**src/rtl/digest_stream_serializer.sv**
```systemverilog
// digest_stream_serializer
//   Takes squeezed sponge rate blocks and emits them as a stream of OUT_W-bit
//   digest words.
//   - Each word is byte-reversed, so byte 0 of the word lands in the MSB.
//   - A job asks for cfg_words words. When a block runs out before the job
//     ends, the block asks for another squeeze (XOF output).
//   - Words beyond the end of the job in the final block are dropped.
//   Optional feature macro: DIGEST_SER_SWAP_SEL_EN adds a cfg_le input,
//   sampled with start. With cfg_le=1 the words go out without byte reversal.
module digest_stream_serializer #(
  parameter int IN_W  = 1088,
  parameter int OUT_W = 64,
  parameter int LEN_W = 16
) (
  input  logic              clk,
  input  logic              rst,
  input  logic              start,
  input  logic [LEN_W-1:0]  cfg_words,
`ifdef DIGEST_SER_SWAP_SEL_EN
  input  logic              cfg_le,
`endif
  input  logic [IN_W-1:0]   in_data,
  input  logic              in_valid,
  output logic              in_ready,
  output logic [OUT_W-1:0]  out_data,
  output logic              out_valid,
  input  logic              out_ready,
  output logic              out_last,
  output logic              busy,
  output logic              done
);

  // Words per rate block, bytes per word, and the word-index width.
  localparam int WPB   = IN_W / OUT_W;
  localparam int NBYTE = OUT_W / 8;
  localparam int IDX_W = (WPB > 1) ? $clog2(WPB) : 1;

  localparam logic [IDX_W-1:0] IDX_LAST = IDX_W'(WPB - 1);
  localparam logic [LEN_W-1:0] LEN_ONE  = LEN_W'(1);

  typedef enum logic [1:0] {
    S_IDLE     = 2'd0,
    S_WAIT_BLK = 2'd1,
    S_EMIT     = 2'd2
  } state_t;

  state_t            state_q,     state_d;
  logic [IN_W-1:0]   buf_q,       buf_d;
  logic [IDX_W-1:0]  idx_q,       idx_d;
  logic [LEN_W-1:0]  remaining_q, remaining_d;
  logic              done_q,      done_d;

  // Byte reversal can only be turned off when the select feature is built in.
  logic              swap_en;
`ifdef DIGEST_SER_SWAP_SEL_EN
  logic              le_q,        le_d;
  assign swap_en = ~le_q;
`else
  assign swap_en = 1'b1;
`endif

  // Word picked from the buffer, and the same word with its bytes reversed.
  logic [OUT_W-1:0]  cur_word;
  logic [OUT_W-1:0]  swapped_word;

  // Next-state logic: job start, block capture, and word countdown.
  always_comb begin
    // NOTE: every variable gets a default before the case. Any path that
    // leaves one unassigned would turn it into a latch.
    state_d     = state_q;
    buf_d       = buf_q;
    idx_d       = idx_q;
    remaining_d = remaining_q;
    done_d      = 1'b0;
`ifdef DIGEST_SER_SWAP_SEL_EN
    le_d        = le_q;
`endif

    case (state_q)
      S_IDLE: begin
        // A zero-length request is dropped here, so it never raises busy
        // or done.
        if (start && (cfg_words != '0)) begin
          remaining_d = cfg_words;
`ifdef DIGEST_SER_SWAP_SEL_EN
          le_d        = cfg_le;
`endif
          state_d     = S_WAIT_BLK;
        end
      end

      S_WAIT_BLK: begin
        // in_ready is high only in this state, so in_valid by itself is the
        // handshake.
        if (in_valid) begin
          buf_d   = in_data;
          idx_d   = '0;
          state_d = S_EMIT;
        end
      end

      S_EMIT: begin
        if (out_ready) begin
          remaining_d = remaining_q - LEN_ONE;
          if (remaining_q == LEN_ONE) begin
            // Final word of the job. The rest of the block is dropped.
            state_d = S_IDLE;
            done_d  = 1'b1;
          end else if (idx_q == IDX_LAST) begin
            // Block used up while the job still needs words: ask for
            // another squeeze.
            state_d = S_WAIT_BLK;
          end else begin
            idx_d = idx_q + 1'b1;
          end
        end
      end

      default: begin
        state_d = S_IDLE;
      end
    endcase
  end

  // State register. rst is synchronous and overrides every other input.
  always_ff @(posedge clk) begin
    // NOTE: state uses non-blocking assignments only. Every flop then sees
    // the values from before the clock edge, whatever order the statements
    // are written in.
    if (rst) begin
      state_q     <= S_IDLE;
      // NOTE: the wide buffer is cleared on reset on purpose. out_data reads
      // it directly, and it must come out of reset at a known value.
      buf_q       <= '0;
      idx_q       <= '0;
      remaining_q <= '0;
      done_q      <= 1'b0;
`ifdef DIGEST_SER_SWAP_SEL_EN
      le_q        <= 1'b0;
`endif
    end else begin
      state_q     <= state_d;
      buf_q       <= buf_d;
      idx_q       <= idx_d;
      remaining_q <= remaining_d;
      done_q      <= done_d;
`ifdef DIGEST_SER_SWAP_SEL_EN
      le_q        <= le_d;
`endif
    end
  end

  // Word select and byte reversal. Both come from registered state only, so
  // out_data cannot change while the sink holds off.
  always_comb begin
    cur_word     = '0;
    swapped_word = '0;
    for (int k = 0; k < WPB; k++) begin
      if (idx_q == IDX_W'(k)) begin
        cur_word = buf_q[k*OUT_W +: OUT_W];
      end
    end
    for (int b = 0; b < NBYTE; b++) begin
      swapped_word[OUT_W-1-8*b -: 8] = cur_word[8*b +: 8];
    end
  end

  // Handshake and status outputs decoded from the current state.
  always_comb begin
    in_ready  = (state_q == S_WAIT_BLK);
    out_valid = (state_q == S_EMIT);
    out_last  = (state_q == S_EMIT) && (remaining_q == LEN_ONE);
    busy      = (state_q != S_IDLE);
    done      = done_q;
    out_data  = '0;
    if (state_q == S_EMIT) begin
      out_data = swap_en ? swapped_word : cur_word;
    end
  end

endmodule
```
**config.mk**
```make
export PLATFORM = sky130hd
export DESIGN_NAME = digest_stream_serializer
export DESIGN_NICKNAME = d
export VERILOG_FILES = /design/src/rtl/digest_stream_serializer.sv
export SDC_FILE = /design/constraint.sdc
export NUM_CORES = 2
export LEC_CHECK = 0
export CORE_AREA = 4 4 463 465
export CTS_CLUSTER_DIAMETER = 30
export CTS_CLUSTER_SIZE = 12
export DETAILED_ROUTE_END_ITERATION = 16
export DIE_AREA = 0 0 467 469
export SETUP_SLACK_MARGIN = 0.2
export SLEW_MARGIN = 10
export SYNTH_ARGS = -nofsm -noshare
export SYNTH_HDL_FRONTEND = slang
export SYNTH_SLANG_ARGS = --single-unit
```
**constraint.sdc**
```tcl
create_clock -name clk -period 3.8 [get_ports clk]
set_input_delay 0.95 -clock clk [delete_from_list [all_inputs] [get_ports clk]]
set_output_delay 0.95 -clock clk [all_outputs]
set_load 0.03 [all_outputs]
```
==> impl_metrics.json <==
{
  "status": "complete, but fails checks",
  "violations": "negative setup slack",
  "slew_viol_final": 0,
  "whs_ns": 0.451,
  "synth.distinct_cells": 86,
  "clk_pin_slew_ns": 0.04,
  "dpl.hpwl_um": 291000,
  "drc_errors": 0,
  "root_buffer": "clkbuf_16",
  "ant_nets": 0,
  "drv_cap": 0,
  "layout_commonest_cell": "nand2_1",
  "fin_ws_ns": -1.03,
  "drt_wl_total_um": 367000,
  "hold_violations": 0,
  "synthCells": 6755,
  "relSlewSlack_pct": 48.4,
  "rows": 168,
  "peakVddDrop_v": 0.000447,
  "cts_tree": "built",
  "critPathMaxStageDelay_ns": 0.65,
  "max_freq_mhz": 207,
  "ys_ff_latch": 1112,
  "grt_remaining_overflow": 0,
  "synth_area_um2": 49100,
  "synth_nets": 7871,
  "clockBufferDepth": 4,
  "synth_warnings": 0,
  "dr_total_vias": 60600,
  "critPathLaunchType": "flop",
  "rsz0062_at_grt": "yes",
  "finalSetupViolCount": 64,
  "crit_fanout": 12,
  "vias_per_cell": 5.22,
  "holdCritPathClass": "flop to flop",
  "async_reset_ff_share_pct": 0,
  "crit_required_ns": 2.85,
  "post-route-period-util_pct": 127,
  "static-leakage-power_uw": 0.0310,
  "io_pins": 1178,
  "mostFrequentLayoutCells": "nand2_1, a21oi_1, clkdlybuf4s50_1, dfxtp_1, buf_4",
  "synth_edf_count": 0,
  "power.density_nw_per_um2": 525,
  "finalWeightedCongestion": 1.04,
  "die_y_um": 469,
  "htree_levels": 5,
  "path_cells": "inv_4 -> ha_4 -> buf_12 -> buf_12 -> nand2_1 -> o21ai_4 -> buf_4 -> a21oi_1 -> buf_4 -> a211oi_4 -> a211oi_4 -> o41ai_4 -> buf_12",
  "core_um2": 210000,
  "drt_iter0_markers": 6240,
  "post_route_cells_drive_above_1_share_pct": 21.8,
  "grt_usage_pct": 31.5,
  "grt_max_degree": 133,
  "grt_pass1_vias": 58400,
  "nNetsFinal": 9581,
  "avgSynthCellArea_um2": 7.26,
  "critical_path.startpoint": "idx_q[1]",
  "placed_cell_area_um2": 69400,
  "start_util_pct": 23.4,
  "post-route-cell-area_um2": 86300,
  "die_x_um": 467,
  "worst_slew_pin_slew_ns": 0.773,
  "worst_skew_pair.late_latency_ns": 0.97,
  "r2r-start": "idx_q[1]",
  "cts.sinks": 1112,
  "grt_pass1_wl_um": 479000,
  "cp.arrival_ns": 3.88,
  "end_kind": "output port",
  "critical_path.most_common_cell": "buf_12",
  "dr.pass1.iters": 6,
  "worst_clock_skew_ns": 0.0867,
  "die_area_um2": 219000,
  "ys.flop_type": "dfxtp_1",
  "yosysSeqAreaShare_pct": 45.4,
  "antenna_found_initial": 211,
  "crit_slowest_cell": "o41ai_4",
  "wl_per_cell_um": 31.6,
  "port_buffers": 1177,
  "worstHoldStart": "buf_q[1005]",
  "crit_type": "flop to output port",
  "area_growth_pct": 75.8,
  "numCtsBuffers": 332,
  "cts_hold_buf": 0,
  "fin_crit_ns": 4.83
}
sequential cells by signal, summed over array words and instances (netlist names):
name         cells
buf_q         1088
done             1
idx_q            5
remaining_q     16
state_q          2
where the power goes:
part	total (uW)	switching (uW)	leakage, uW	internal, uW
clock network	27700	8340	0.00545	19400
registers	12600	452	0.00903	12200
logic	4880	2540	0.0165	2340
total	45200	11300	0.0310	33900
cells by family (layout without fill, tap and decap cells):
family,count (synthesis),count (layout),synth area share [%]
AO/OA/AOI/OAI,2247,2247,26.8
XOR/XNOR,3,3,0.0536
adder cells (fa/ha/maj),7,7,0.178
buffers and inverters,634,2586,5.21
flip-flops,1112,1112,45.4
multiplexers,1,1,0.0204
other,0,88,0
AND/OR/NAND/NOR,2751,2751,22.4
metal layers:
layer	up-vias	wire length [um]	global-route usage [%]
met3	908	38200	11.0
met2	3224	153000	46.0
met4	136	22200	17.1
met1	29400	152000	40.5
met5	-	910	0
li1	26900	-	-
worst max-delay path: cells and delay by family (launching register included):
kind	cells	cell delay (ns)
flip-flops	1	0.37
AND/OR/NAND/NOR	1	0.09
buffers and inverters	6	0.94
adder cells (fa/ha/maj)	1	0.18
AO/OA/AOI/OAI	5	1.36
cells in the mapped netlist (all sizes together) (5+ instances only):
cell	n	area [um^2]
nor2	97	372
or3	9	56.3
nor4	11	81.3
nor2b	17	106
nand3	46	230
o22a	29	254
a221o	21	210
ha	7	87.6
and4bb	5	62.6
a22o	10	87.6
dfxtp	1112	22300
a21oi	1325	6640
a31oi	73	457
and3b	7	61.3
inv	17	63.8
a21boi	7	52.6
a21o	38	285
nand2b	18	113
o22ai	89	557
nand4bb	7	78.8
and2	25	156
o31ai	8	60.1
nand3b	11	82.6
o311ai	9	78.8
o221ai	103	902
a221oi	66	578
buf	132	667
o2111ai	7	61.3
nand2	2443	9180
or2	5	31.3
o211ai	42	315
nor3	19	111
and3	8	50.1
o21a	12	90.1
a211oi	28	210
clkbuf	483	1820
o21ai	261	1310
a22oi	56	420
o32a	6	60.1
a31o	19	166
o41ai	5	43.8
cell type report:
| class | count | area, um^2 |
|---|---|---|
| fillers | 21200 | 123000 |
| multi-input cells | 5009 | 27900 |
| flip-flops and latches | 1112 | 22300 |
| repair buffers | 1991 | 21200 |
| clock buffers | 429 | 9190 |
| well taps | 2805 | 3510 |
| clock inverters | 147 | 1920 |
| diodes | 88 | 220 |
| inverters | 19 | 100 |
per-stage QoR:
stage / instances / total power, uW / setup TNS, ns / util [%] / worst slack (ns)
2_1_floorplan: 6755 / 14100 / 0 / - / 0.190
3_3_place_gp: 10800 / 17100 / -11.57 / 33.1 / -1.08
3_5_place_dp: 10800 / 17100 / -11.21 / 33.1 / -1.04
4_1_cts: 11400 / 45100 / -51.34 / 39.9 / -1.01
5_1_grt: 11600 / 46300 / -55.56 / 41.1 / -1.06
6_report: 11600 / 45200 / -50.98 / 41.2 / -1.03
worst paths after layout:
kind / endpoint / cells after the start / slack (ns)
setup reg to reg: idx_q[3] / 11 / 1.43
setup / recovery: out_data[63] / 13 / -1.03
hold reg to reg: buf_q[1005] / 2 / 0.45
hold / removal: buf_q[1005] / 2 / 0.45
what timing repair did:
| action | CTS | global route |
|---|---|---|
| gates cloned | 8 | 7 |
| gates resized for setup | 511 | 405 |
| pin swaps | 99 | 203 |
| setup buffers | 69 | 56 |
| setup endpoints to repair | 66 | 66 |
Power figures use the tool's default switching activity.
